### src/rtl/instruction_loader.sv
// instruction_loader: loads a program into instruction memory from a byte
// stream while holding the CPU in reset. The stream is a 2-byte little-endian
// word count followed by the program bytes, packed into 32-bit little-endian
// words, one memory write per word.
// Optional feature: define LOADER_CHECKSUM_EN to require a trailing XOR
// checksum byte after the program data.
`timescale 1ns/1ps
module instruction_loader #(
    parameter int ADDR_WIDTH = 8
) (
    input  logic        clk,
    input  logic        reset,
    input  logic        start,
    input  logic [7:0]  byte_in,
    input  logic        byte_valid,
    output logic        byte_ready,
    output logic        imem_we,
    output logic [31:0] imem_addr,
    output logic [31:0] imem_wdata,
    output logic        cpu_hold,
    output logic        done,
    output logic        error
);
    localparam logic [2:0] S_IDLE  = 3'd0;
    localparam logic [2:0] S_HDR0  = 3'd1;
    localparam logic [2:0] S_HDR1  = 3'd2;
    localparam logic [2:0] S_DATA  = 3'd3;
    localparam logic [2:0] S_WRITE = 3'd4;
    localparam logic [2:0] S_FIN   = 3'd6;
`ifdef LOADER_CHECKSUM_EN
    localparam logic [2:0] S_CHECK = 3'd5;
`endif

    // A header larger than this many words cannot fit in memory
    localparam logic [31:0] CAPACITY = 32'd1 << ADDR_WIDTH;

    logic [2:0]            r_state;
    logic [15:0]           r_count;
    logic [ADDR_WIDTH:0]   r_word_idx;     // one extra bit so a full load does not wrap
    logic [1:0]            r_byte_idx;
    logic [23:0]           r_word_buf;     // bytes 0..2 of the word being assembled
    logic                  r_imem_we;
    logic [31:0]           r_imem_addr;
    logic [31:0]           r_imem_wdata;
    logic                  r_cpu_hold;
    logic                  r_done;
    logic                  r_error;
`ifdef LOADER_CHECKSUM_EN
    logic [7:0]            r_xor;
`endif

    logic                  w_byte_ready;
    logic                  w_accept;
    logic [ADDR_WIDTH:0]   w_idx_next;
    logic [15:0]           w_hdr_count;
    logic                  w_oversize;
    logic                  w_last_word;

`ifdef LOADER_CHECKSUM_EN
    assign w_byte_ready = (r_state == S_HDR0) || (r_state == S_HDR1) ||
                          (r_state == S_DATA) || (r_state == S_CHECK);
`else
    assign w_byte_ready = (r_state == S_HDR0) || (r_state == S_HDR1) ||
                          (r_state == S_DATA);
`endif

    assign w_accept    = byte_valid && w_byte_ready;
    assign w_idx_next  = r_word_idx + {{ADDR_WIDTH{1'b0}}, 1'b1};
    assign w_hdr_count = {byte_in, r_count[7:0]};
    assign w_oversize  = {16'd0, w_hdr_count} > CAPACITY;
    assign w_last_word = 32'(w_idx_next) == {16'd0, r_count};

    // Loader FSM: header parse, word assembly, memory write, completion
    always_ff @(posedge clk) begin
        if (reset) begin
            r_state      <= S_IDLE;
            r_count      <= 16'd0;
            r_word_idx   <= '0;
            r_byte_idx   <= 2'd0;
            r_word_buf   <= 24'd0;
            r_imem_we    <= 1'b0;
            r_imem_addr  <= 32'd0;
            r_imem_wdata <= 32'd0;
            r_cpu_hold   <= 1'b0;
            r_done       <= 1'b0;
            r_error      <= 1'b0;
`ifdef LOADER_CHECKSUM_EN
            r_xor        <= 8'd0;
`endif
        end else begin
            // Strobes are single-cycle unless a state below re-asserts them
            r_imem_we <= 1'b0;
            r_done    <= 1'b0;
            case (r_state)
                S_IDLE: begin
                    if (start) begin
                        r_state    <= S_HDR0;
                        r_error    <= 1'b0;
                        r_word_idx <= '0;
                        r_byte_idx <= 2'd0;
                        r_cpu_hold <= 1'b1;
`ifdef LOADER_CHECKSUM_EN
                        r_xor      <= 8'd0;
`endif
                    end
                end
                S_HDR0: begin
                    if (w_accept) begin
                        r_count[7:0] <= byte_in;
                        r_state      <= S_HDR1;
                    end
                end
                S_HDR1: begin
                    if (w_accept) begin
                        r_count[15:8] <= byte_in;
                        if (w_hdr_count == 16'd0) begin
`ifdef LOADER_CHECKSUM_EN
                            r_state <= S_CHECK;
`else
                            r_state <= S_FIN;
                            r_done  <= 1'b1;
`endif
                        end else if (w_oversize) begin
                            r_error <= 1'b1;
                            r_state <= S_FIN;
                            r_done  <= 1'b1;
                        end else begin
                            r_state <= S_DATA;
                        end
                    end
                end
                S_DATA: begin
                    if (w_accept) begin
                        r_byte_idx <= r_byte_idx + 2'd1;
`ifdef LOADER_CHECKSUM_EN
                        r_xor      <= r_xor ^ byte_in;
`endif
                        case (r_byte_idx)
                            2'd0: r_word_buf[7:0]   <= byte_in;
                            2'd1: r_word_buf[15:8]  <= byte_in;
                            2'd2: r_word_buf[23:16] <= byte_in;
                            default: begin
                                // Fourth byte completes the word: present it next cycle
                                r_imem_we    <= 1'b1;
                                r_imem_addr  <= 32'({r_word_idx[ADDR_WIDTH-1:0], 2'b00});
                                r_imem_wdata <= {byte_in, r_word_buf};
                                r_state      <= S_WRITE;
                            end
                        endcase
                    end
                end
                S_WRITE: begin
                    r_word_idx <= w_idx_next;
                    if (w_last_word) begin
`ifdef LOADER_CHECKSUM_EN
                        r_state <= S_CHECK;
`else
                        r_state <= S_FIN;
                        r_done  <= 1'b1;
`endif
                    end else begin
                        r_state <= S_DATA;
                    end
                end
`ifdef LOADER_CHECKSUM_EN
                S_CHECK: begin
                    if (w_accept) begin
                        if (byte_in != r_xor) begin
                            r_error <= 1'b1;
                        end
                        r_state <= S_FIN;
                        r_done  <= 1'b1;
                    end
                end
`endif
                S_FIN: begin
                    r_cpu_hold <= 1'b0;
                    r_state    <= S_IDLE;
                end
                default: begin
                    r_state <= S_IDLE;
                end
            endcase
        end
    end

    assign byte_ready = w_byte_ready;
    assign imem_we    = r_imem_we;
    assign imem_addr  = r_imem_addr;
    assign imem_wdata = r_imem_wdata;
    assign cpu_hold   = r_cpu_hold;
    assign done       = r_done;
    assign error      = r_error;

endmodule

### config.mk
export PLATFORM = sky130hd
export DESIGN_NAME = instruction_loader
export DESIGN_NICKNAME = d
export VERILOG_FILES = /design/src/rtl/instruction_loader.sv
export SDC_FILE = /design/constraint.sdc
export NUM_CORES = 1
export LEC_CHECK = 0
export CORE_UTILIZATION = 45
export CTS_BUF_LIST = sky130_fd_sc_hd__clkbuf_8
export CTS_CLUSTER_SIZE = 40
export DETAILED_ROUTE_END_ITERATION = 12
export PLACE_DENSITY = 0.79
export SLEW_MARGIN = 10
export SYNTH_ARGS = -nofsm -noshare
export SYNTH_HDL_FRONTEND = slang
export SYNTH_SLANG_ARGS = --single-unit
### constraint.sdc
create_clock -name clk -period 2.1 [get_ports clk]
set_input_delay 0.42 -clock clk [delete_from_list [all_inputs] [get_ports clk]]
set_output_delay 0.42 -clock clk [all_outputs]
set_load 0.005 [all_outputs]
==> results.py, run 1 <==
metrics = {
    "pwr": {
        "ir_drop_mv": 0.324,
        "p_leak_uw": 0.00180,
        "finalPower_uw": 4000,
        "power_density_mw_per_mm2": 777,
    },
    "critical_path": {
        "path_class": "flop to flop",
        "crit_arrival_ns": 2.31,
        "crit_path_max_fanout": 6,
        "cpMaxStageDelayCell": "dfxtp_1",
        "reg2reg_slack_ns": 0.07,
        "path_cells": "ha_1 -> and3_1 -> a31oi_2 -> nor4b_4 -> nand4_1 -> a221oi_2",
        "slowest_delay_ns": 0.42,
        "path_delay_family": "simple AND/OR/NAND/NOR gates",
        "cp.required_ns": 2.38,
        "critPathBufInv": 0,
        "endpoint_kind": "flop",
        "start_kind": "flop",
    },
    "yosys": {
        "synth_cell_types": 46,
        "yosysWarnings": 0,
        "netlist_area_mm2": 0.00425,
        "syn_avg_cell_area_um2": 8.12,
        "synth_seq_area_share_pct": 46.1,
        "synth_edf_count": 0,
        "ys_seq_elements": 98,
        "synthCells": 524,
        "ys.flop_type": "dfxtp_1",
        "ys_top_cells_by_area": "dfxtp_1 46%, nand2_1 12%, a21oi_1 10%, buf_4 4.8%, nand3_1 3.4%",
        "yosys.area.top_type": "dfxtp_1",
        "synthArstFlopShare_pct": 0,
        "synth_top_area_share_pct": 46.1,
    },
    "floorplanning": {
        "initial_utilization_pct": 46.3,
        "die_h_um": 99.2,
        "io_pins": 81,
        "dieArea_mm2": 0.00985,
        "rows": 35,
        "coreArea_mm2": 0.00920,
        "die_w_um": 99.2,
    },
    "timing": {
        "worst_pin_slew_ns": 0.550,
        "fmax_ghz": 0.493,
        "slew_violations": 0,
        "skew_ns": 0.0190,
        "grt_setup_unrepaired": "false",
        "min_period_ns": 2.03,
        "hold_viol_final": 0,
        "period_share_pct": 96.5,
        "setup_tns_ns": 0,
        "relSlewSlack_pct": 63.4,
        "setup_viol": 0,
    },
    "clocking": {
        "cts_tree": "yes",
        "cts.sinks": 98,
        "path_clk_slew_ns": 0.11,
        "cts_root_buf": "clkbuf_8",
        "cts_made_buffers": 9,
        "cts_setup_buffers": 0,
        "cts-htree-levels": 3,
        "clk-insertion-delay-late_ns": 0.38,
        "cts-resized-gates": 0,
        "hold_buffers": 0,
        "clk_path_buf_depth": 2,
    },
    "cells_and_area": {
        "seqCellArea_mm2": 0.00196,
        "diodes": 0,
        "synthToLayoutAreaGrowth_pct": 20.9,
        "drive_above_1_share_pct": 9.85,
        "multi_input_area_mm2": 0.00202,
        "nets": 601,
        "fill_cells": 835,
        "utilization_pct": 55.9,
    },
    "global_route": {
        "first_global_vias": 3511,
        "antenna_found_initial": 0,
        "grt_max_degree": 38,
        "grt_pass1_wl_um": 16400,
        "overflow": 0,
        "grt_usage_pct": 21.1,
    },
    "placement": {
        "gp_congestion": 0.833,
        "hpwl_um": 7070,
        "port_buffers": 56,
    },
    "drt": {
        "ant_nets": 0,
        "routed_wl_um": 9960,
        "route.detailed.drc": 0,
        "via_per_inst": 5.27,
        "firstDrtPassIters": 4,
        "num_vias": 3692,
        "wl_per_cell_um": 14.2,
        "drtIter0Drc": 222,
    },
    "flow_run": {
        "max_cap_violations": 0,
    },
    "run_status": {
        "status": "finished clean",
    },
    "worst_hold_path": {
        "hold_class": "flop to flop",
    },
}
## per-stage QoR
step / worst slack (ns) / instance area (um2) / std cells / hold WS, ns
2_1_floorplan: 0.287 / 4340 / 547 / 0.432
3_3_place_gp: -0.140 / 4940 / 684 / 0.442
3_5_place_dp: -0.161 / 4940 / 684 / 0.446
4_1_cts: 0.0926 / 5140 / 700 / 0.460
5_1_grt: 0.0177 / 5140 / 700 / 0.474
6_report: 0.0725 / 5140 / 700 / 0.452
## state kept, by name (all words and copies together) (netlist names)
| register | count |
|---|---|
| cpu_hold | 1 |
| done | 1 |
| error | 1 |
| imem_addr | 8 |
| imem_wdata | 32 |
| imem_we | 1 |
| r_byte_idx | 2 |
| r_count | 16 |
| r_state | 3 |
| r_word_buf | 24 |
| r_word_idx | 9 |
## synth_stat cells (all sizes together), types with 3 or more instances
master,number
nand4,3
inv,3
dfxtp,98
nand2,135
nor2,23
o21ai,11
and2,3
mux2i,9
xor2,5
a211oi,3
or4,4
ha,5
nor4,4
buf,41
nand3b,5
nand3,29
xnor2,8
nor3,4
a21oi,86
clkbuf,19
and3,4
## worst register-to-register path: stages (launching register included)
cell	delay [ns]
dfxtp_1	0.42
ha_1	0.21
and3_1	0.30
a31oi_2	0.16
nor4b_4	0.35
nand4_1	0.20
a221oi_2	0.29
## per-layer routing
layer	vias to the layer above	routed length, um	GRT usage [%]
met2	116	4890	35.1
met3	15	677	5.27
met5	-	0	0
met4	0	131	8.71
li1	1835	-	-
met1	1726	4260	26.2
## cells in the final DEF (no fill, tap or decap), drive strengths merged, types with 3 or more instances in the layout
master         instances
nor4                   4
dfxtp                 98
and3                   4
conb                  24
and2                   3
clkinv                 4
o21ai                 11
nor2                  23
nand4                  3
clkdlybuf4s50         55
a211oi                 3
clkbuf                 9
nor3                   4
ha                     5
nand3                 29
inv                    6
nand2                135
a21oi                 86
xor2                   5
nand3b                 5
or4                    4
mux2i                  9
xnor2                  8
buf                   31
## cells by family after synthesis
kind of cell / count (synthesis) / share of synthesized area (%)
simple gates: 225 / 24.7
compound gates: 110 / 14.2
flops: 98 / 46.1
buf+inv: 63 / 8.62
xor+xnor: 13 / 2.68
mux: 9 / 2.12
fa+ha+maj: 5 / 1.47
other cells: 1 / 0.0882
## cell type report
class,count,share of cell area [%]
multi-input combinational,386,39.3
clock inverter,7,1.58
tap,111,2.70
clock buffer,9,2.41
sequential,98,38.2
timing repair buffer,86,15.7
inverter,3,0.219
## report_power, final
part | total [uW] | internal [uW] | switching [uW]
sequential | 1990 | 1930 | 61.6
clock | 1220 | 475 | 746
combinational | 780 | 339 | 441
## final timing paths
kind,cells past startpoint,endpoint,startpoint
worst max register to register,6,r_state[2],r_word_idx[1]
worst min-delay path,2,imem_wdata[9],r_word_buf[9]
worst max-delay path,6,r_state[2],r_word_idx[1]
worst min register to register,2,imem_wdata[9],r_word_buf[9]
(Power assumes the default switching activity.)
==> run 2, diff against run 1 <==
Settings changed: CORE_MARGIN set to 5.
==> results.py, run 2 (same netlist as run 1, synthesis figures left out) <==
metrics = {
    "run_status": {
        "status": "finished clean",
    },
    "pwr": {
        "ir_drop_mv": 0.329,
        "p_leak_uw": 0.00180,
        "power_density_mw_per_mm2": 771,
    },
    "timing": {
        "setup_viol": 0,
        "min_period_ns": 1.99,
        "skew_ns": 0.0117,
        "slew_violations": 0,
        "fmax_ghz": 0.502,
        "period_share_pct": 94.8,
        "whs_ns": 0.451,
        "hold_viol_final": 0,
        "grt_setup_unrepaired": "false",
    },
    "drt": {
        "via_per_inst": 5.20,
        "route.detailed.drc": 0,
        "num_vias": 3731,
        "firstDrtPassIters": 5,
        "wl_per_cell_um": 14.1,
        "routed_wl_um": 10100,
        "drtIter0Drc": 242,
        "ant_nets": 0,
    },
    "critical_path": {
        "path_class": "flop to output port",
        "start_kind": "flop",
        "path_cells": "nor2_1 -> clkdlybuf4s50_1",
        "crit_arrival_ns": 1.57,
        "critPathBufInv": 1,
        "path_delay_family": "flip-flops",
        "cpMaxStageDelayCell": "dfxtp_1",
        "cp.required_ns": 1.68,
        "endpoint_kind": "output port",
        "crit_path_max_fanout": 12,
        "slowest_delay_ns": 0.61,
    },
    "global_route": {
        "overflow": 0,
        "grt_pass1_wl_um": 16400,
        "antenna_found_initial": 0,
        "grt_usage_pct": 17.7,
        "grt_max_degree": 49,
        "first_global_vias": 3487,
    },
    "cells_and_area": {
        "nets": 600,
        "final_cell_mix": "135 x nand2_1, 98 x dfxtp_1, 86 x a21oi_1",
        "diodes": 0,
        "final_cell_area_mm2": 0.00517,
        "drive_above_1_share_pct": 9.86,
        "fill_cells": 818,
        "largest_reg_flops": 32,
        "layout_commonest_cell": "nand2_1",
        "synthToLayoutAreaGrowth_pct": 21.5,
    },
    "clocking": {
        "cts-htree-levels": 3,
        "cts_setup_buffers": 0,
        "cts.sinks": 98,
        "cts_made_buffers": 9,
        "clk_path_buf_depth": 2,
        "hold_buffers": 0,
        "cts_root_buf": "clkbuf_8",
        "path_clk_slew_ns": 0.11,
        "cts_tree": "yes",
        "clk-insertion-delay-late_ns": 0.37,
        "cts-resized-gates": 0,
    },
    "placement": {
        "placed_area_mm2": 0.00496,
        "gp_congestion": 0.878,
        "hpwl_um": 7100,
        "port_buffers": 56,
    },
    "floorplanning": {
        "dieArea_mm2": 0.0115,
        "initial_utilization_pct": 46.0,
        "coreArea_mm2": 0.00924,
        "die_w_um": 107,
        "die_h_um": 107,
        "rows": 35,
        "io_pins": 81,
    },
    "worst_hold_path": {
        "hold_class": "flop to flop",
    },
    "flow_run": {
        "max_cap_violations": 0,
    },
}
[run 2: stage by stage]
stage	std cells	util (%)	setup WS, ns	setup TNS (ns)	power, uW
after floorplan	547	-	0.287	0	2560
final	717	56.0	0.108	0	3990
after global placement	701	53.7	-0.121	-0.193	2770
after global routing	717	56.0	0.0256	0	4180
after detailed placement	701	53.7	-0.197	-0.341	2790
after CTS	717	55.9	0.0798	0	4000
[run 2: path summary, 6_finish.rpt]
check                              startpoint            end  slack, ns  depth (start not counted)
worst min-delay path            r_word_buf[6]  imem_wdata[6]       0.45                          2
worst max register to register  r_word_idx[1]     r_state[2]       0.14                          6
worst max-delay path               r_state[2]     byte_ready       0.11                          2
worst min register to register  r_word_buf[6]  imem_wdata[6]       0.45                          2
[run 2: final cells by class]
type / instances / area, um2 / share of cell area (%)
clock inverter: 7 / 81.3 / 1.57
clock buffer: 9 / 124 / 2.40
multi-input combinational: 386 / 2020 / 39.1
tap: 129 / 161 / 3.12
timing repair buffer: 85 / 811 / 15.7
inverter: 3 / 11.3 / 0.218
sequential: 98 / 1960 / 37.9
[run 2: worst min-delay path, delay by kind of cell, from the launching register on]
family | cells | cell delay (ns)
flops | 1 | 0.32
simple gates | 1 | 0.05
compound gates | 1 | 0.05
[run 2: metal layers]
metal,track usage [%],share of wire [%],wire length (um)
met5,0,0,0
met4,6.85,1.7,170
met3,4.03,7.0,711
met2,28.0,47,4760
met1,23.3,44,4500
[run 2: report_power, final]
| part | internal, uW | leakage (uW) | switching, uW |
|---|---|---|---|
| registers | 1930 | 0.000791 | 63.4 |
| logic | 335 | 0.000906 | 429 |
| clock network | 476 | 0.000103 | 752 |
| total | 2740 | 0.00180 | 1240 |
